<file path="src/rtl/tlc_pkg.sv">
// Shared encodings and the phase-duration lookup
// for the intersection phase sequencer.
package tlc_pkg;

  localparam logic [2:0] ST_HGRE  = 3'd0;
  localparam logic [2:0] ST_HYEL  = 3'd1;
  localparam logic [2:0] ST_ARED1 = 3'd2;
  localparam logic [2:0] ST_FGRE  = 3'd3;
  localparam logic [2:0] ST_FYEL  = 3'd4;
  localparam logic [2:0] ST_ARED2 = 3'd5;

  typedef enum logic [2:0] {
    HGRE  = ST_HGRE,
    HYEL  = ST_HYEL,
    ARED1 = ST_ARED1,
    FGRE  = ST_FGRE,
    FYEL  = ST_FYEL,
    ARED2 = ST_ARED2
  } state_e;

  localparam logic [2:0] LT_GRN = 3'b001;
  localparam logic [2:0] LT_YEL = 3'b010;
  localparam logic [2:0] LT_RED = 3'b100;

  function automatic int unsigned dur_m1(
    input state_e      s,
    input int unsigned t_hg,
    input int unsigned t_y,
    input int unsigned t_ar,
    input int unsigned t_fg
  );
    int unsigned d;
    case (s)
      HYEL, FYEL:   d = t_y;
      ARED1, ARED2: d = t_ar;
      FGRE:         d = t_fg;
      default:      d = t_hg;
    endcase
    return d - 1;
  endfunction

endpackage

</file>
<file path="src/rtl/tlc_phase_timer.sv">
// Loadable down-counter for phase durations;
// decrements only on tick and saturates at zero.
module tlc_phase_timer #(
  parameter int unsigned      CNT_W   = 8,
  parameter logic [CNT_W-1:0] RST_VAL = '0
) (
  input  logic             clk,
  input  logic             rst_n,
  input  logic             tick_i,
  input  logic             load_i,
  input  logic [CNT_W-1:0] load_val_i,
  output logic             zero_o
);

  logic [CNT_W-1:0] cnt_q, cnt_d;

  always_comb begin
    cnt_d = cnt_q;
    if (load_i)
      cnt_d = load_val_i;
    else if (tick_i && (cnt_q != '0))
      cnt_d = cnt_q - 1'b1;
  end

  always_ff @(posedge clk or negedge rst_n) begin
    if (!rst_n) cnt_q <= RST_VAL;
    else        cnt_q <= cnt_d;
  end

  assign zero_o = (cnt_q == '0);

endmodule

</file>
<file path="src/rtl/tlc_phase_sequencer.sv">
// Six-phase highway/farm light sequencer with a
// latched farm-road request and tick-timed phases.
module tlc_phase_sequencer
  import tlc_pkg::*;
#(
  parameter int unsigned CNT_W      = 8,
  parameter int unsigned T_HGRE_MIN = 20,
  parameter int unsigned T_YEL      = 4,
  parameter int unsigned T_ARED     = 2,
  parameter int unsigned T_FGRE     = 10
) (
  input  logic       clk,
  input  logic       rst_n,
  input  logic       tick,
  input  logic       C,
  output logic [2:0] light_highway,
  output logic [2:0] light_farm,
  output logic [2:0] phase,
  output logic       farm_ack
);

  state_e           state_q, state_d, nxt;
  logic             req_q, req_d;
  logic             ack_q, ack_d;
  logic             legal, adv, load;
  logic             enter_f, zero;
  logic [CNT_W-1:0] load_val;

  tlc_phase_timer #(
    .CNT_W   (CNT_W),
    .RST_VAL (CNT_W'(T_HGRE_MIN - 1))
  ) u_timer (
    .clk        (clk),
    .rst_n      (rst_n),
    .tick_i     (tick),
    .load_i     (load),
    .load_val_i (load_val),
    .zero_o     (zero)
  );

  always_comb begin
    nxt   = HGRE;
    legal = 1'b1;
    case (state_q)
      HGRE:    nxt = HYEL;
      HYEL:    nxt = ARED1;
      ARED1:   nxt = FGRE;
      FGRE:    nxt = FYEL;
      FYEL:    nxt = ARED2;
      ARED2:   nxt = HGRE;
      default: legal = 1'b0;
    endcase
    // C is used directly so a same-edge request exits HGRE
    adv = legal && tick && zero &&
          ((state_q != HGRE) || req_q || C);
    load     = adv || !legal;
    state_d  = load ? nxt : state_q;
    load_val = CNT_W'(dur_m1(nxt, T_HGRE_MIN,
                             T_YEL, T_ARED, T_FGRE));
    enter_f  = adv && (nxt == FGRE);
    req_d    = enter_f ? 1'b0 :
               (req_q | (C && (state_q != FGRE)));
    ack_d    = enter_f;
  end

  always_ff @(posedge clk or negedge rst_n) begin
    if (!rst_n) begin
      state_q <= HGRE;
      req_q   <= 1'b0;
      ack_q   <= 1'b0;
    end else begin
      state_q <= state_d;
      req_q   <= req_d;
      ack_q   <= ack_d;
    end
  end

  always_comb begin
    light_highway = LT_RED;
    light_farm    = LT_RED;
    case (state_q)
      HGRE: light_highway = LT_GRN;
      HYEL: light_highway = LT_YEL;
      FGRE: light_farm    = LT_GRN;
      FYEL: light_farm    = LT_YEL;
      default: ;
    endcase
  end

  assign phase    = state_q;
  assign farm_ack = ack_q;

endmodule

</file>
<file path="config.mk">
export PLATFORM = sky130hd
export DESIGN_NAME = tlc_phase_sequencer
export DESIGN_NICKNAME = d
export VERILOG_FILES = /design/src/rtl/tlc_pkg.sv /design/src/rtl/tlc_phase_timer.sv /design/src/rtl/tlc_phase_sequencer.sv
export SDC_FILE = /design/constraint.sdc
export NUM_CORES = 1
export LEC_CHECK = 0
export CAP_MARGIN = 20
export CORE_MARGIN = 3
export CORE_UTILIZATION = 45
export DETAILED_ROUTE_END_ITERATION = 10
export GPL_TIMING_DRIVEN = 0
export PLACE_DENSITY = 0.77
export SLEW_MARGIN = 20
export SYNTH_ARGS = -nofsm -noshare
export SYNTH_HDL_FRONTEND = slang
export SYNTH_SLANG_ARGS = --single-unit
export TNS_END_PERCENT = 30
</file>
<file path="constraint.sdc">
create_clock -name clk -period 4.1 [get_ports clk]
set_input_delay 0.615 -clock clk [delete_from_list [all_inputs] [get_ports clk]]
set_output_delay 0.615 -clock clk [all_outputs]
set_load 0.01 [all_outputs]
</file>
==> impl_metrics.tcl <==
set metrics [dict create \
    path_buf_inv 2 \
    nets 124 \
    powerDensity_nw_per_um2 696 \
    status "completed" \
    clock-sinks 13 \
    cp_top_family "simple AND/OR/NAND/NOR gates" \
    ys.flop_type "dfrtp_1" \
    slowest_delay_ns 0.61 \
    ys_ff_latch 13 \
    wl_mm 2.09 \
    cap_violations 0 \
    worstSkewPairLatency_ns 0.29 \
    p_sw_mw 0.334 \
    via_per_inst 5.94 \
    ys.warnings.count 0 \
    netlist_area_um2 905 \
    vdd_ir_drop_max_mv 0.375 \
    internal_power_mw 0.419 \
    area_growth_pct 19.6 \
    setup_ws_ns 1.35 \
    diodes 0 \
    path_cells "nor4_4 -> and3_1 -> buf_6 -> o21ai_1 -> nand2_1 -> ha_1 -> inv_1 -> nor3_1 -> or4_1" \
    syn_area_per_cell_um2 8.87 \
    cts_setup_buffers 0 \
    cts_hold_buffers 0 \
    worstSetupPathType "reg2reg" \
    synth_nets 107 \
    fin_crit_sh_pct 67.0 \
    worstPathArrival_ns 2.96 \
    rsz0062_at_grt "false" \
    pwr-share-clk_pct 11.5 \
    grt_use_total_pct 18.0 \
    layout-drive-gt1-share_pct 12.7 \
    clockRootBuffer "clkbuf_4" \
    antenna_found_initial 0 \
    p_sw_share_pct 44.3 \
    min_period_ns 2.75 \
    grt_pass1_wl_mm 3.57 \
    drt-initial-drc-count 28 \
    gr-total-overflow 0 \
    start_kind "flip-flop" \
    die_w_um 50.8 \
    critPathMaxFanout 9 \
    dr_total_vias 849 \
    leakage_nw 0.442 \
    hold_viol 0 \
    final_core_util_pct 60.1 \
    pre_cts_ws_ns 1.16 \
    coreArea_um2 1800 \
    syn_inst 102 \
    slowest_stage "dfstp_2" \
    cts_resized 0 \
    fin_skew_ns 0.00169 \
    htreeDepth 1 \
    wl_per_cell_um 14.6 \
    detail-route-antenna-nets 0 \
    hp-class "reg2reg" \
    grt_pass1_vias 788 \
    placementRows 15 \
    first_pass_iters 4 \
    ys_seq_area_share_pct 36.4 \
    drc 0 \
    timing.slew.headroom_pct 56.4 \
    place.gp.congestion 0.922 \
    tritoncts "yes" \
    seq_power_share_pct 35.2 \
    hpwl_mm 1.53 \
    die_y_um 50.8 \
    fillers 175 \
    path_clk_slew_ns 0.09 \
    max-clock-path-buffers 2 \
    tightest_slew_ns 0.652 \
    num_io_pins 14 \
    numCtsBuffers 3 \
    ys_async_sr_fraction_pct 100 \
    grt_start_max_net_pins 14 \
    fin_tns_setup_ns 0 \
    cp.required_ns 4.31 \
    end_kind "flip-flop" \
    combPwrFrac_pct 53.4 \
    port_buffers 12 \
    setup_viol 0 \
    synth_edf_count 0 \
    floorplan.initialDensity_pct 50.2 \
    slew_viol_final 0 \
    die_area_um2 2580 \
    synth_cell_type_count 45 \
    fmax_ghz 0.364 \
]
-- power by group through the flow --
stage | logic [mW] | registers (mW) | clock network, mW
after global routing | 0.444 | 0.273 | 0.0887
final | 0.402 | 0.265 | 0.0863
after CTS | 0.402 | 0.264 | 0.0848
after detailed placement | 0.396 | 0.267 | 0
after floorplan | 0.270 | 0.253 | 0
after global placement | 0.390 | 0.265 | 0
-- layer usage --
metal  share of wire (%)  global-route usage [%]  vias up
met5                   0                       0        -
met4                 1.6                    5.38        0
met3                 5.3                    3.79        5
met2                  48                    28.7       22
met1                  45                    24.4      415
li1                    -                       -      407
-- logic make-up after synthesis --
family,after synthesis,synth area share [%]
AND/OR/NAND/NOR,44,27.9
AO/OA/AOI/OAI,29,23.2
flip-flops,13,36.4
buffers and inverters,9,4.84
XOR/XNOR,3,2.91
multiplexers,3,3.32
adder cells (fa/ha/maj),1,1.38
-- sequential cells by signal, indices dropped and copies added, names as in the netlist --
register and flops:
u_timer.cnt_q 8, phase 3, farm_ack 1, req_q 1
-- area by class of cell --
type	count	area (um2)	share of cell area [%]
Timing Repair Buffer	12	120	11.1
Inverter	3	11.3	1.04
Tap cell	25	31.3	2.89
Clock buffer	4	26.3	2.43
Multi-Input combinational cell	80	532	49.1
Buffer	6	32.5	3.01
Sequential cell	13	329	30.4
-- stage by stage --
step           instance area [um2]  hold slack, ns  total power, mW  std cells
2_1_floorplan                  905           0.319            0.524        102
3_3_place_gp                  1060           0.483            0.655        139
3_5_place_dp                  1060           0.506            0.663        139
4_1_cts                       1080           0.528            0.750        143
5_1_grt                       1080           0.563            0.807        143
6_report                      1080           0.517            0.753        143
-- Yosys cell counts, types with 3 or more instances --
master	number	area share [%]
nand2_1	13	5.4
nor2_1	12	5.0
dfrtp_1	10	28
o21ai_0	6	3.3
a21oi_1	4	2.2
and3_1	3	2.1
clkbuf_1	3	1.2
dfstp_2	3	8.7
mux2i_1	3	3.3
-- cell usage in the layout (no fill, tap or decap), types with 2 or more instances in the layout --
cell / n
and3_1: 3
mux2i_1: 3
clkbuf_1: 4
buf_2: 2
a21oi_1: 4
nand2_1: 13
nor4_4: 2
clkdlybuf4s50_1: 12
o21ai_0: 6
nor2_1: 12
o211ai_1: 2
a21o_1: 2
xor2_1: 2
nor3_1: 2
clkbuf_4: 3
inv_1: 2
nand3_1: 2
o2bb2ai_1: 2
dfrtp_1: 10
dfstp_2: 3
-- worst register-to-register path, stage by stage, from the launching register on --
cell,delay (ns)
dfstp_2,0.61
nor4_4,0.09
and3_1,0.20
buf_6,0.13
o21ai_1,0.51
nand2_1,0.14
ha_1,0.25
inv_1,0.13
nor3_1,0.09
or4_1,0.52
-- final timing paths --
path,start,endpoint,slack [ns],cells past startpoint
hold / removal,req_q,req_q,0.52,2
hold reg to reg,req_q,req_q,0.52,2
setup reg to reg,u_timer.cnt_q[1],u_timer.cnt_q[4],1.35,9
setup / recovery,u_timer.cnt_q[1],u_timer.cnt_q[4],1.35,9
max in group asynchronous,rst_n,u_timer.cnt_q[1],3.04,1
min in group asynchronous,rst_n,req_q,0.69,1
Power figures use the tool's default switching activity.
